==> src/rtl/bu_exec.sv <==
// bu_exec - branch execution unit
//
// Accepts one branch/jump per cycle from the branch reservation station,
// reads its operands from the PRF, resolves BEQ/BNE/BLT/BGE/BLTU/BGEU/JAL/JALR
// and holds the result in an output register until the CDB/ROB grants it.
// There is no predictor: every redirect (taken branch or jump) is reported as a
// mispredict.
//
// Pipeline: S1 holds the captured issue fields while the PRF data arrives,
// and the result is computed there. S2 is the output register.
//
// Ports
//   clk, reset          clock, asynchronous active-low reset
//   valid_in / fu_rdy   issue handshake (fires on valid_in & fu_rdy)
//   in_*                issue fields: pc, opcode, func3, imm, prd, pr1, pr2, rob index
//   pr1/pr2_addr/data   PRF read port; data returns the cycle after the address
//   out_valid / out_ack result handshake (retires on out_valid & out_ack)
//   cdb_we/tag/data     link-register write and wakeup broadcast
//   rob_index           completing ROB slot
//   mispredict          redirect required; redirect_pc is the correct next PC
//   flush               kills all in-flight work, wins over out_ack and issue
//
// Optional feature (macro BU_PERF_CNT_EN): adds perf_br_cnt and
// perf_mispred_cnt, saturating retire / mispredicted-retire counters that are
// cleared by reset only.
module bu_exec #(
    parameter int XLEN   = 32,
    parameter int PREG_W = 7,
    parameter int ROB_W  = 4
) (
    input  logic              clk,
    input  logic              reset,
    input  logic              valid_in,
    output logic              fu_rdy,
    input  logic [XLEN-1:0]   in_pc,
    input  logic [6:0]        in_opcode,
    input  logic [2:0]        in_func3,
    input  logic [XLEN-1:0]   in_imm,
    input  logic [PREG_W-1:0] in_prd,
    input  logic [PREG_W-1:0] in_pr1,
    input  logic [PREG_W-1:0] in_pr2,
    input  logic [ROB_W-1:0]  in_rob_index,
    output logic [PREG_W-1:0] pr1_addr,
    output logic [PREG_W-1:0] pr2_addr,
    input  logic [XLEN-1:0]   pr1_data,
    input  logic [XLEN-1:0]   pr2_data,
    output logic              out_valid,
    input  logic              out_ack,
    output logic              cdb_we,
    output logic [PREG_W-1:0] cdb_tag,
    output logic [XLEN-1:0]   cdb_data,
    output logic [ROB_W-1:0]  rob_index,
    output logic              mispredict,
    output logic [XLEN-1:0]   redirect_pc,
    input  logic              flush
`ifdef BU_PERF_CNT_EN
    ,
    output logic [31:0]       perf_br_cnt,
    output logic [31:0]       perf_mispred_cnt
`endif
);

    localparam logic [6:0] OP_BRANCH = 7'b1100011;
    localparam logic [6:0] OP_JAL    = 7'b1101111;
    localparam logic [6:0] OP_JALR   = 7'b1100111;

    function automatic logic cond_taken(input logic [2:0] f3,
                                        input logic [XLEN-1:0] a,
                                        input logic [XLEN-1:0] b);
        logic signed [XLEN-1:0] sa;
        logic signed [XLEN-1:0] sb;
        sa = a;
        sb = b;
        case (f3)
            3'b000:  cond_taken = (a == b);
            3'b001:  cond_taken = (a != b);
            3'b100:  cond_taken = (sa < sb);
            3'b101:  cond_taken = (sa >= sb);
            3'b110:  cond_taken = (a < b);
            3'b111:  cond_taken = (a >= b);
            default: cond_taken = 1'b0;
        endcase
    endfunction

    logic              s1_valid;
    logic              s1_fresh;
    logic              s2_valid;
    logic [XLEN-1:0]   s1_pc;
    logic [XLEN-1:0]   s1_imm;
    logic [6:0]        s1_opcode;
    logic [2:0]        s1_func3;
    logic [PREG_W-1:0] s1_prd;
    logic [ROB_W-1:0]  s1_rob;
    logic [XLEN-1:0]   op1_q;
    logic [XLEN-1:0]   op2_q;

    logic              issue;
    logic              move;
    logic [XLEN-1:0]   op1;
    logic [XLEN-1:0]   op2;
    logic              taken;
    logic              wr_link;
    logic [XLEN-1:0]   link;
    logic [XLEN-1:0]   next_pc;

    logic              s2_we;
    logic              s2_mp;

    assign fu_rdy   = !flush && (!s1_valid || !s2_valid || out_ack);
    assign issue    = valid_in && fu_rdy;
    assign move     = s1_valid && (!s2_valid || out_ack);
    assign pr1_addr = in_pr1;
    assign pr2_addr = in_pr2;

    // PRF data is only valid the cycle after issue; later cycles of a stalled
    // S1 use the copy captured then, since the read address tracks the next issue.
    assign op1 = s1_fresh ? pr1_data : op1_q;
    assign op2 = s1_fresh ? pr2_data : op2_q;

    always_comb begin
        taken   = 1'b0;
        wr_link = 1'b0;
        link    = s1_pc + XLEN'(4);
        next_pc = link;
        case (s1_opcode)
            OP_JAL: begin
                taken   = 1'b1;
                wr_link = (s1_prd != '0);
                next_pc = s1_pc + s1_imm;
            end
            OP_JALR: begin
                taken   = 1'b1;
                wr_link = (s1_prd != '0);
                next_pc = (op1 + s1_imm) & {{(XLEN-1){1'b1}}, 1'b0};
            end
            OP_BRANCH: begin
                taken = cond_taken(s1_func3, op1, op2);
                if (taken) next_pc = s1_pc + s1_imm;
            end
            default: ;
        endcase
    end

    // ---- S1: issue capture ----
    always_ff @(posedge clk or negedge reset) begin
        if (!reset) begin
            s1_valid <= 1'b0;
            s1_fresh <= 1'b0;
        end else begin
            s1_fresh <= issue;
            if (flush)      s1_valid <= 1'b0;
            else if (issue) s1_valid <= 1'b1;
            else if (move)  s1_valid <= 1'b0;
        end
    end

    always_ff @(posedge clk) begin
        if (issue) begin
            s1_pc     <= in_pc;
            s1_imm    <= in_imm;
            s1_opcode <= in_opcode;
            s1_func3  <= in_func3;
            s1_prd    <= in_prd;
            s1_rob    <= in_rob_index;
        end
        if (s1_fresh) begin
            op1_q <= pr1_data;
            op2_q <= pr2_data;
        end
    end

    // ---- S2: output register ----
    always_ff @(posedge clk or negedge reset) begin
        if (!reset) begin
            s2_valid    <= 1'b0;
            s2_we       <= 1'b0;
            s2_mp       <= 1'b0;
            cdb_tag     <= '0;
            cdb_data    <= '0;
            rob_index   <= '0;
            redirect_pc <= '0;
        end else if (flush) begin
            s2_valid <= 1'b0;
        end else if (move) begin
            s2_valid    <= 1'b1;
            s2_we       <= wr_link;
            s2_mp       <= taken;
            cdb_tag     <= s1_prd;
            cdb_data    <= link;
            rob_index   <= s1_rob;
            redirect_pc <= next_pc;
        end else if (out_ack) begin
            s2_valid <= 1'b0;
        end
    end

    // Qualified so a stale result never wakes up consumers or redirects fetch.
    assign out_valid  = s2_valid;
    assign cdb_we     = s2_valid && s2_we;
    assign mispredict = s2_valid && s2_mp;

`ifdef BU_PERF_CNT_EN
    function automatic logic [31:0] sat_inc(input logic [31:0] v);
        sat_inc = (v == 32'hFFFF_FFFF) ? v : v + 32'd1;
    endfunction

    logic retire;
    assign retire = s2_valid && out_ack && !flush;

    always_ff @(posedge clk or negedge reset) begin
        if (!reset) begin
            perf_br_cnt      <= '0;
            perf_mispred_cnt <= '0;
        end else if (retire) begin
            perf_br_cnt <= sat_inc(perf_br_cnt);
            if (s2_mp) perf_mispred_cnt <= sat_inc(perf_mispred_cnt);
        end
    end
`endif

endmodule

==> config.mk <==
export PLATFORM = sky130hd
export DESIGN_NAME = bu_exec
export DESIGN_NICKNAME = d
export VERILOG_FILES = /design/src/rtl/bu_exec.sv
export SDC_FILE = /design/constraint.sdc
export NUM_CORES = 1
export LEC_CHECK = 0
export CORE_MARGIN = 2
export CORE_UTILIZATION = 50
export CTS_BUF_LIST = sky130_fd_sc_hd__clkbuf_16
export DETAILED_ROUTE_END_ITERATION = 12
export GPL_TIMING_DRIVEN = 1
export MAX_ROUTING_LAYER = met4
export PLACE_DENSITY_LB_ADDON = 0.3
export SYNTH_ARGS = -nofsm -noshare
export SYNTH_HDL_FRONTEND = slang
export SYNTH_SLANG_ARGS = --single-unit
==> constraint.sdc <==
create_clock -name clk -period 10.2 [get_ports clk]
set_input_delay 2.04 -clock clk [delete_from_list [all_inputs] [get_ports clk]]
set_output_delay 2.04 -clock clk [all_outputs]
set_load 0.05 [all_outputs]
Word level (Yosys, flattened, before mapping). Cells that the tools add are included.

Output and inout port bits: 93. Bits of input ports: 168. Flip-flop bits (word level): 229. Logic and storage cells: 66.

Eq/ne operators: 10. Bitwise operators: 1. $add $sub $neg: 3. Muxes and demuxes: 14. $lt $le $gt $ge: 4. Reductions and logical operators: 17.

Operators by type and width (number): $mux W32 (3); $pmux W32 S3 (1); $add A32 B32 Y32 (2); $ge A32 B32 Y1 (2); $lt A32 B32 Y1 (2); $add A32 B3 Y32 const B (1); $eq A32 B32 Y1 (1); $ne A32 B32 Y1 (1); $eq A7 B7 Y1 const B (3); $eq A3 B3 Y1 const B (4); $mux W1 (8); $reduce_bool A7 Y1 (1); $pmux W1 S6 (1); $reduce_bool A3 Y1 (2); $logic_and A1 B1 Y1 (5); $eq A3 B1 Y1 const B (1); $logic_not A1 Y1 (3); $logic_not A3 Y1 (1); $logic_or A1 B1 Y1 (3); $pmux W1 S2 (1); $reduce_and A2 Y1 (1); $reduce_or A2 Y1 (1); $not A1 Y1 (1).

Logic depth before layout (Yosys ltp). Gate-level depths: netlist of the first run.

Word-level depth: 7. Gate-level depth with buffers: 16. Gate-level depth less buffers: 13.

Worst setup path after synthesis of the first run. No wires, ideal clock.

Kind: input port to flip-flop. Start point: in out_ack. End point: reg s1_func3[0] (enable). Cell stages on the path: 3. Buffers on the path: 0. Setup slack: 4698 ps. Data arrival time: 5049 ps. Path through: nor2b_1 a21oi_1 and2_1.

Longest elaborated chain between the ends: 3.

Ends and longest elaborated chain: start: declaration (line 48) `input logic out_ack,`; $logic_or A1 B1 Y1 (line 109) `assign fu_rdy = !flush && (!s1_valid || !s2_valid || out_ack);`; $logic_and A1 B1 Y1 (line 109); via fu_rdy (line 34) `output logic fu_rdy,`; $logic_and A1 B1 Y1 (line 110) `assign issue = valid_in && fu_rdy;`; via issue (line 97) `logic issue;`; end signal: assignment (line 162) `s1_func3 <= in_func3;`; end: declaration (line 91) `logic [2:0] s1_func3;`.

The timed path passes the listed nets, and every way through them passes these cells. A chain may end at the register's enable or synchronous reset.

Worst setup path after layout of the first run.
Start point: in pr1_data[21]. End point: reg redirect_pc[15].

Longest elaborated chain between the ends: 6. Elaborated cells between the ends (all ways): 11.

Ends and longest elaborated chain: start: declaration (line 45) `input logic [XLEN-1:0] pr1_data,`; $mux W32 *; via op1[21] (line 99) `logic [XLEN-1:0] op1;`; $ge A32 B32 Y1 (tied with other cells) (line 80) `3'b111: cond_taken = (a >= b);`; $pmux W1 S6 * (line 74) `case (f3)`; $mux W1 * (line 125) `case (s1_opcode)`; $mux W32 * (line 138) `if (taken) next_pc = s1_pc + s1_imm;`; $pmux W32 S3 * (line 125); end signal: assignment (line 191) `redirect_pc <= next_pc;`; end: declaration (line 54) `output logic [XLEN-1:0] redirect_pc,`.

Mark *: on every way through the listed nets, which the timed path passes. The rest lies on a longest branch. The select of a mux whose other input is x is not followed.

==> flow_summary.toml, run 1 <==
[logic_synthesis]
ys.flop_type = "edfxtp_1"
ys_seq_elements = 229
syn_inst = 1254
synth_edf_count = 85
synth-simple-area-share_pct = 13.7
synth-xor-area-share_pct = 5.75
yosysTopAreaCellShare_pct = 20.2
post_synth_num_cell_types = 76
synth_adder_area_share_pct = 9.62
synth_compound_area_share_pct = 14.9
synth_common_cells = "nand2_1 (180), ha_1 (94), a21oi_1 (88), edfxtp_1 (85), dfrtp_1 (80)"
syn-num-nets = 1518
yosys.area.top_type = "edfxtp_1"
synthArstFlopShare_pct = 34.9
yosysWarnings = 0
synth_mux_area_share_pct = 6.00
avgSynthCellArea_um2 = 10.1
synthMostInstantiatedCell = "nand2_1"
mappedNetlistArea_um2 = 12600
synth_seq_area_share_pct = 46.2
synth_area_leaders = "edfxtp_1 (20%), dfrtp_1 (16%), dfxtp_1 (10%)"
synth_top_family_by_area = "compound AO/OA/AOI/OAI gates"

[detailed_routing]
drt-initial-drc-count = 875
drc = 0
final_antenna_net_count = 0
vias = 10300
drt-vias-per-instance = 5.66
drt_first_pass_iters = 5
wirelength_um = 34600
avgRoutedWirePerCell_um = 19.1

[power]
p_clk_share_pct = 29.8
p_int_uw = 1920
p_leak_uw = 0.00668
pwr-share-comb_pct = 31.7
p_per_area_nw_per_um2 = 184
seq_power_share_pct = 38.5
vdd_drop_max_v = 0.000139
swShare_pct = 34.4
p_sw_uw = 1010

[job]
drv_cap = 0

[setup_path]
path_max_fanout = 28
reg2regPathDepth = 13
crit_path_cell_trace = "clkdlybuf4s50_1, mux2_2, ha_1, a211oi_1, o211ai_1, o221ai_1, nor3b_1, and3_4, a31oi_1, and2_1, o21ai_4, a222oi_1, o21ai_0"
rrSetupSlack_ns = 5.18
critPathLaunch = "pr1_data[21]"
worstPathBufferInverterCount = 1
cp_top_family = "compound AO/OA/AOI/OAI gates"
cp_slowest_cell = "o21ai_4"
crit_type = "in2reg"
endpoint_kind = "flop"
start_kind = "primary input"
endpoint = "redirect_pc[15]"
r2r_start = "s1_fresh"
r2r-end = "redirect_pc[15]"
critPathArrivalTime_ns = 6.13
required_ns = 10.65
critical_path_depth = 13
slowest_delay_ns = 0.75

[timing]
final_hold_viol_count = 0
finalSetupViolCount = 0
finalCritPeriodShare_pct = 55.7
worst_pin_slew_ns = 1.17
maxSlewHeadroom_pct = 21.7
rsz0062_at_grt = "no"
slew_viol_final = 0
clock_skew_ns = 0.0198
setup_tns_ns = 0
max_clock_freq_ghz = 0.176
timing.final.ws_setup_ns = 4.52
min_period_ns = 5.68
hold_ws_ns = 0.448

[cells_and_area]
fin_util_pct = 63.7
drive_gt1_share_pct = 7.09
instances_no_fill = 1812
finish.net_count = 1727
antenna_cells = 0
area_growth_syn_to_layout_pct = 26.1

[clocking]
ctsResizeCount = 0
cts_tree = "done"
cts_num_sinks = 229
postCtsSetupRepairBufs = 0
clk_pin_slew_ns = 0.06
clock_latency_ns = 0.54
cts_root_buf = "clkbuf_16"
numCtsBuffers = 25
h-tree-depth = 1
cts_buffer_depth = 3
ctsHoldBuffers = 0

[global_routing]
grtUsageTotal_pct = 26.4
grt_pass1_vias = 9735
antenna_found_initial = 0
grt-ovfl-total = 0
grt_pass1_wl_um = 52800
grt_max_degree = 87

[floorplan]
ios = 261
die_y_um = 163
die_w_um = 163
coreArea_um2 = 25000
start_util_pct = 50.5
rows = 58
fp.dieArea_um2 = 26600

[placement]
port_buffers = 232
placed_cells = 1766
dp_hpwl_um = 26400
place_congestion = 0.908
dp_slack_ns = 4.05

[status]
status = "complete, no violations"

[worst_hold_path]
hold_path.class = "reg2reg"
[layer usage]
metal | track usage, % | part of all wire [%] | up-vias
met4 | 6.72 | 2.4 | 0
met2 | 38.3 | 42 | 417
met1 | 38.5 | 47 | 4808
met3 | 4.19 | 7.8 | 63
met5 | - | 0 | -
li1 | - | - | 4963
[how the worst min path moves through the flow]
stage                   start           end  slack, ns  cells after the start
finish              s1_rob[0]  rob_index[0]       0.45                      2
global route        s1_rob[0]  rob_index[0]       0.47                      2
CTS                 s1_rob[3]  rob_index[3]       0.46                      2
detailed placement  s1_rob[0]  rob_index[0]       0.43                      2
global placement    s1_rob[1]  rob_index[1]       0.42                      2
floorplan           s1_rob[0]  rob_index[0]       0.41                      2
[logic make-up (layout without fill, tap and decap cells)]
kind of cell | after synthesis | after routing
simple gates | 381 | 381
buf+inv | 107 | 335
fa+ha+maj | 96 | 96
xor+xnor | 83 | 83
mux | 71 | 71
compound gates | 287 | 287
flops | 229 | 229
[state kept, by name, summed over array words and instances (netlist names), 4 cells and up]
register     count
cdb_data        32
op1_q           32
s1_imm          32
s1_rob           4
redirect_pc     32
op2_q           32
s1_opcode        7
rob_index        4
s1_prd           7
s1_pc           32
cdb_tag          7
[stage by stage]
stage                     area (µm²)  total power (µW)
after detailed placement       15100              2060
final                          15900              2930
after global placement         15100              2050
after CTS                      15900              2940
after global routing           15900              3060
after floorplan                12600              1750
[area by class of cell]
cell class / count / area, µm²
clock buffers: 28 / 701
clock inverters: 18 / 96.3
fillers: 2079 / 9100
inverters: 52 / 195
multi-input cells: 918 / 6340
flip-flops and latches: 229 / 5840
well taps: 330 / 413
repair buffers: 237 / 2360
[worst register-to-register path: cells and delay by family, from the launching register on]
| family | cells | cell delay [ns] |
|---|---|---|
| buf+inv | 1 | 0.71 |
| simple gates | 3 | 1.11 |
| fa+ha+maj | 1 | 0.34 |
| flops | 1 | 0.35 |
| mux | 1 | 0.49 |
| compound gates | 7 | 1.94 |
[layout by cell type, fill, tap and decap left out, types with 9 or more instances in the layout]
cell type | netlist | final
nor3_1 | 12 | 11
a31oi_1 | 10 | 10
inv_1 | 52 | 58
a21oi_1 | 88 | 88
nand2_1 | 180 | 180
dfxtp_1 | 64 | 64
edfxtp_1 | 85 | 85
o21ai_1 | 9 | 9
mux2_2 | 35 | 35
dfrtp_1 | 80 | 79
xor2_1 | 32 | 32
a21o_1 | 32 | 32
nand3_1 | 34 | 34
clkbuf_16 | 0 | 28
xnor2_1 | 51 | 51
nand4_1 | 22 | 22
o21ai_0 | 55 | 55
nor2_1 | 78 | 78
ha_1 | 94 | 94
mux2i_1 | 35 | 35
a221oi_1 | 16 | 16
clkdlybuf4s50_1 | 0 | 231
[power by group through the flow]
stage / Sequential, µW / Combinational, µW / Clock [µW]
floorplan: 1320 / 434 / 0
global placement: 1140 / 906 / 0
detailed placement: 1150 / 917 / 0
CTS: 1130 / 922 / 892
global route: 1140 / 998 / 928
finish: 1130 / 927 / 873
Power figures use the tool's default switching activity.
==> inputs of run 2 (changes only) <==
--- a/config.mk
+++ b/config.mk
@@ -6,7 +6,7 @@
 export NUM_CORES = 1
 export LEC_CHECK = 0
 export CORE_MARGIN = 2
-export CORE_UTILIZATION = 50
+export CORE_UTILIZATION = 47
 export CTS_BUF_LIST = sky130_fd_sc_hd__clkbuf_16
 export DETAILED_ROUTE_END_ITERATION = 12
 export GPL_TIMING_DRIVEN = 1
==> constraint.sdc (replaced) <==
create_clock -name clk -period 4.6 [get_ports clk]
set_input_delay 0.92 -clock clk [delete_from_list [all_inputs] [get_ports clk]]
set_output_delay 0.92 -clock clk [all_outputs]
set_load 0.05 [all_outputs]
==> run 2 against run 1 <==
Effect of this change:
- wire length grew 2.6%
- non-clock buffer count grew 33
- via count grew 1.0%
- final area grew 2.0%
- count of clock-buffer cells in the layout shrank 2
- cell count grew 2.5%
- sequential power grew 120%
- register-to-register slack lost 4.8 ns
- critical path depth is the same
- utilization shrank 2.7 points
- clock skew grew 0.0026 ns
- largest power group unchanged
- setup slack lost 4.1 ns
==> flow_summary.toml, run 2 (synthesis results as in run 1) <==
[setup_path]
rrSetupSlack_ns = 0.42
critPathArrivalTime_ns = 4.57
crit_type = "reg2reg"
path_max_fanout = 36
start_kind = "flop"
endpoint_kind = "flop"
required_ns = 4.99
reg2regPathDepth = 13

[timing]
final_hold_viol_count = 0
slew_viol_final = 0
maxSlewHeadroom_pct = 24.8
min_period_ns = 4.18
clock_skew_ns = 0.0223
finalCritPeriodShare_pct = 90.8
max_clock_freq_ghz = 0.239
worst_pin_slew_ns = 1.12
timing.final.ws_setup_ns = 0.423
rsz0062_at_grt = "no"
finalSetupViolCount = 0

[clocking]
ctsHoldBuffers = 0
cts_buffer_depth = 3
ctsResizeCount = 0
h-tree-depth = 1
cts_tree = "done"
cts_num_sinks = 229
cts_root_buf = "clkbuf_16"
clock_latency_ns = 0.55
numCtsBuffers = 26
postCtsSetupRepairBufs = 0
clk_pin_slew_ns = 0.06

[detailed_routing]
drt_first_pass_iters = 5
drt-vias-per-instance = 5.57
vias = 10400
drt-initial-drc-count = 835
final_antenna_net_count = 0
wirelength_um = 35500
drc = 0
avgRoutedWirePerCell_um = 19.1

[worst_hold_path]
hold_path.class = "reg2reg"
holdPathStages = 2

[power]
swShare_pct = 34.1
seq_power_share_pct = 37.8
pwr-share-comb_pct = 32.2
p_sw_uw = 2250
p_clk_share_pct = 30.0
p_int_uw = 4350
p_leak_uw = 0.00687
p_per_area_nw_per_um2 = 406
vdd_drop_max_v = 0.000285

[floorplan]
coreArea_um2 = 26700
fp.dieArea_um2 = 28200
die_y_um = 168
ios = 261
die_w_um = 168
rows = 60
start_util_pct = 47.4

[placement]
port_buffers = 232
placed_cells = 1810
place_congestion = 0.943
dp_slack_ns = -0.0812
dp_hpwl_um = 27300

[global_routing]
grtUsageTotal_pct = 25.1
grt_max_degree = 81
grt-ovfl-total = 0
grt_pass1_vias = 9986
antenna_found_initial = 0
grt_pass1_wl_um = 54200

[cells_and_area]
antenna_cells = 0
layout_common_cells = "clkdlybuf4s50_1 (231), nand2_1 (180), ha_1 (94)"
finish.net_count = 1761
area_growth_syn_to_layout_pct = 28.5
drive_gt1_share_pct = 9.10
instances_no_fill = 1858
final_common_cell = "clkdlybuf4s50_1"

[status]
status = "complete, no violations"

[job]
drv_cap = 0
## run 2: cell types whose count changed in the layout (fill, tap and decap cells not counted), moves of 2 or more
cell	delta
inv_6	-2
clkbuf_16	-2
buf_12	+3
buf_4	+30
clkinv_2	+3
clkinvlp_4	-2
inv_1	+2
bufinv_16	+2
## run 2: power groups by stage
| stage | clock network [µW] | registers [µW] | logic [µW] |
|---|---|---|---|
| after floorplan | 0 | 2920 | 963 |
| after global placement | 0 | 2530 | 2070 |
| after detailed placement | 0 | 2540 | 2100 |
| after CTS | 2020 | 2500 | 2110 |
| after global routing | 2100 | 2520 | 2270 |
| final | 1980 | 2500 | 2120 |
## run 2: path summary, 6_finish.rpt
kind,startpoint,to
setup / recovery,s1_fresh,redirect_pc[30]
hold / removal,s1_rob[0],rob_index[0]
setup reg to reg,s1_fresh,redirect_pc[30]
max in group asynchronous,reset,s1_fresh
hold reg to reg,s1_rob[0],rob_index[0]
min in group asynchronous,reset,rob_index[0]
## run 2: final cells by class
type / count / area, µm²
fill: 2207 / 10400
multi-input combinational: 918 / 6340
sequential: 229 / 5840
timing repair buffer: 270 / 2640
clock buffer: 26 / 651
tap: 341 / 427
inverter: 52 / 195
clock inverter: 22 / 160
## run 2: metrics by stage
| stage | area [µm²] | TNS, ns | hold WS, ns | power, µW | util [%] |
|---|---|---|---|---|---|
| final | 16300 | 0 | 0.438 | 6590 | 61.0 |
| after global routing | 16300 | 0 | 0.474 | 6890 | 61.0 |
| after CTS | 16300 | 0 | 0.444 | 6630 | 61.0 |
| after detailed placement | 15400 | -0.501 | 0.428 | 4630 | 57.9 |
| after global placement | 15400 | -0.0164 | 0.421 | 4600 | 57.9 |
| after floorplan | 12600 | 0 | 0.415 | 3880 | - |
## run 2: routing by layer
| metal | routed length, µm | track usage, % | share of wire, % |
|---|---|---|---|
| met1 | 17100 | 36.7 | 48 |
| met2 | 15100 | 36.9 | 42 |
| met3 | 2530 | 3.06 | 7.1 |
| met4 | 850 | 6.81 | 2.4 |
| met5 | 0 | - | 0 |
## run 2: critical path, stage by stage, from the launching register on
cell and delay, ns:
dfrtp_2 0.43, buf_12 0.25, mux2_2 0.42, fa_1 0.46, a211oi_1 0.35, o21ai_1 0.19
a41oi_2 0.26, o31ai_2 0.14, a2111oi_2 0.49, o21ai_2 0.13, a31oi_2 0.24, o21ai_0 0.17
xnor2_1 0.32, o22ai_1 0.15
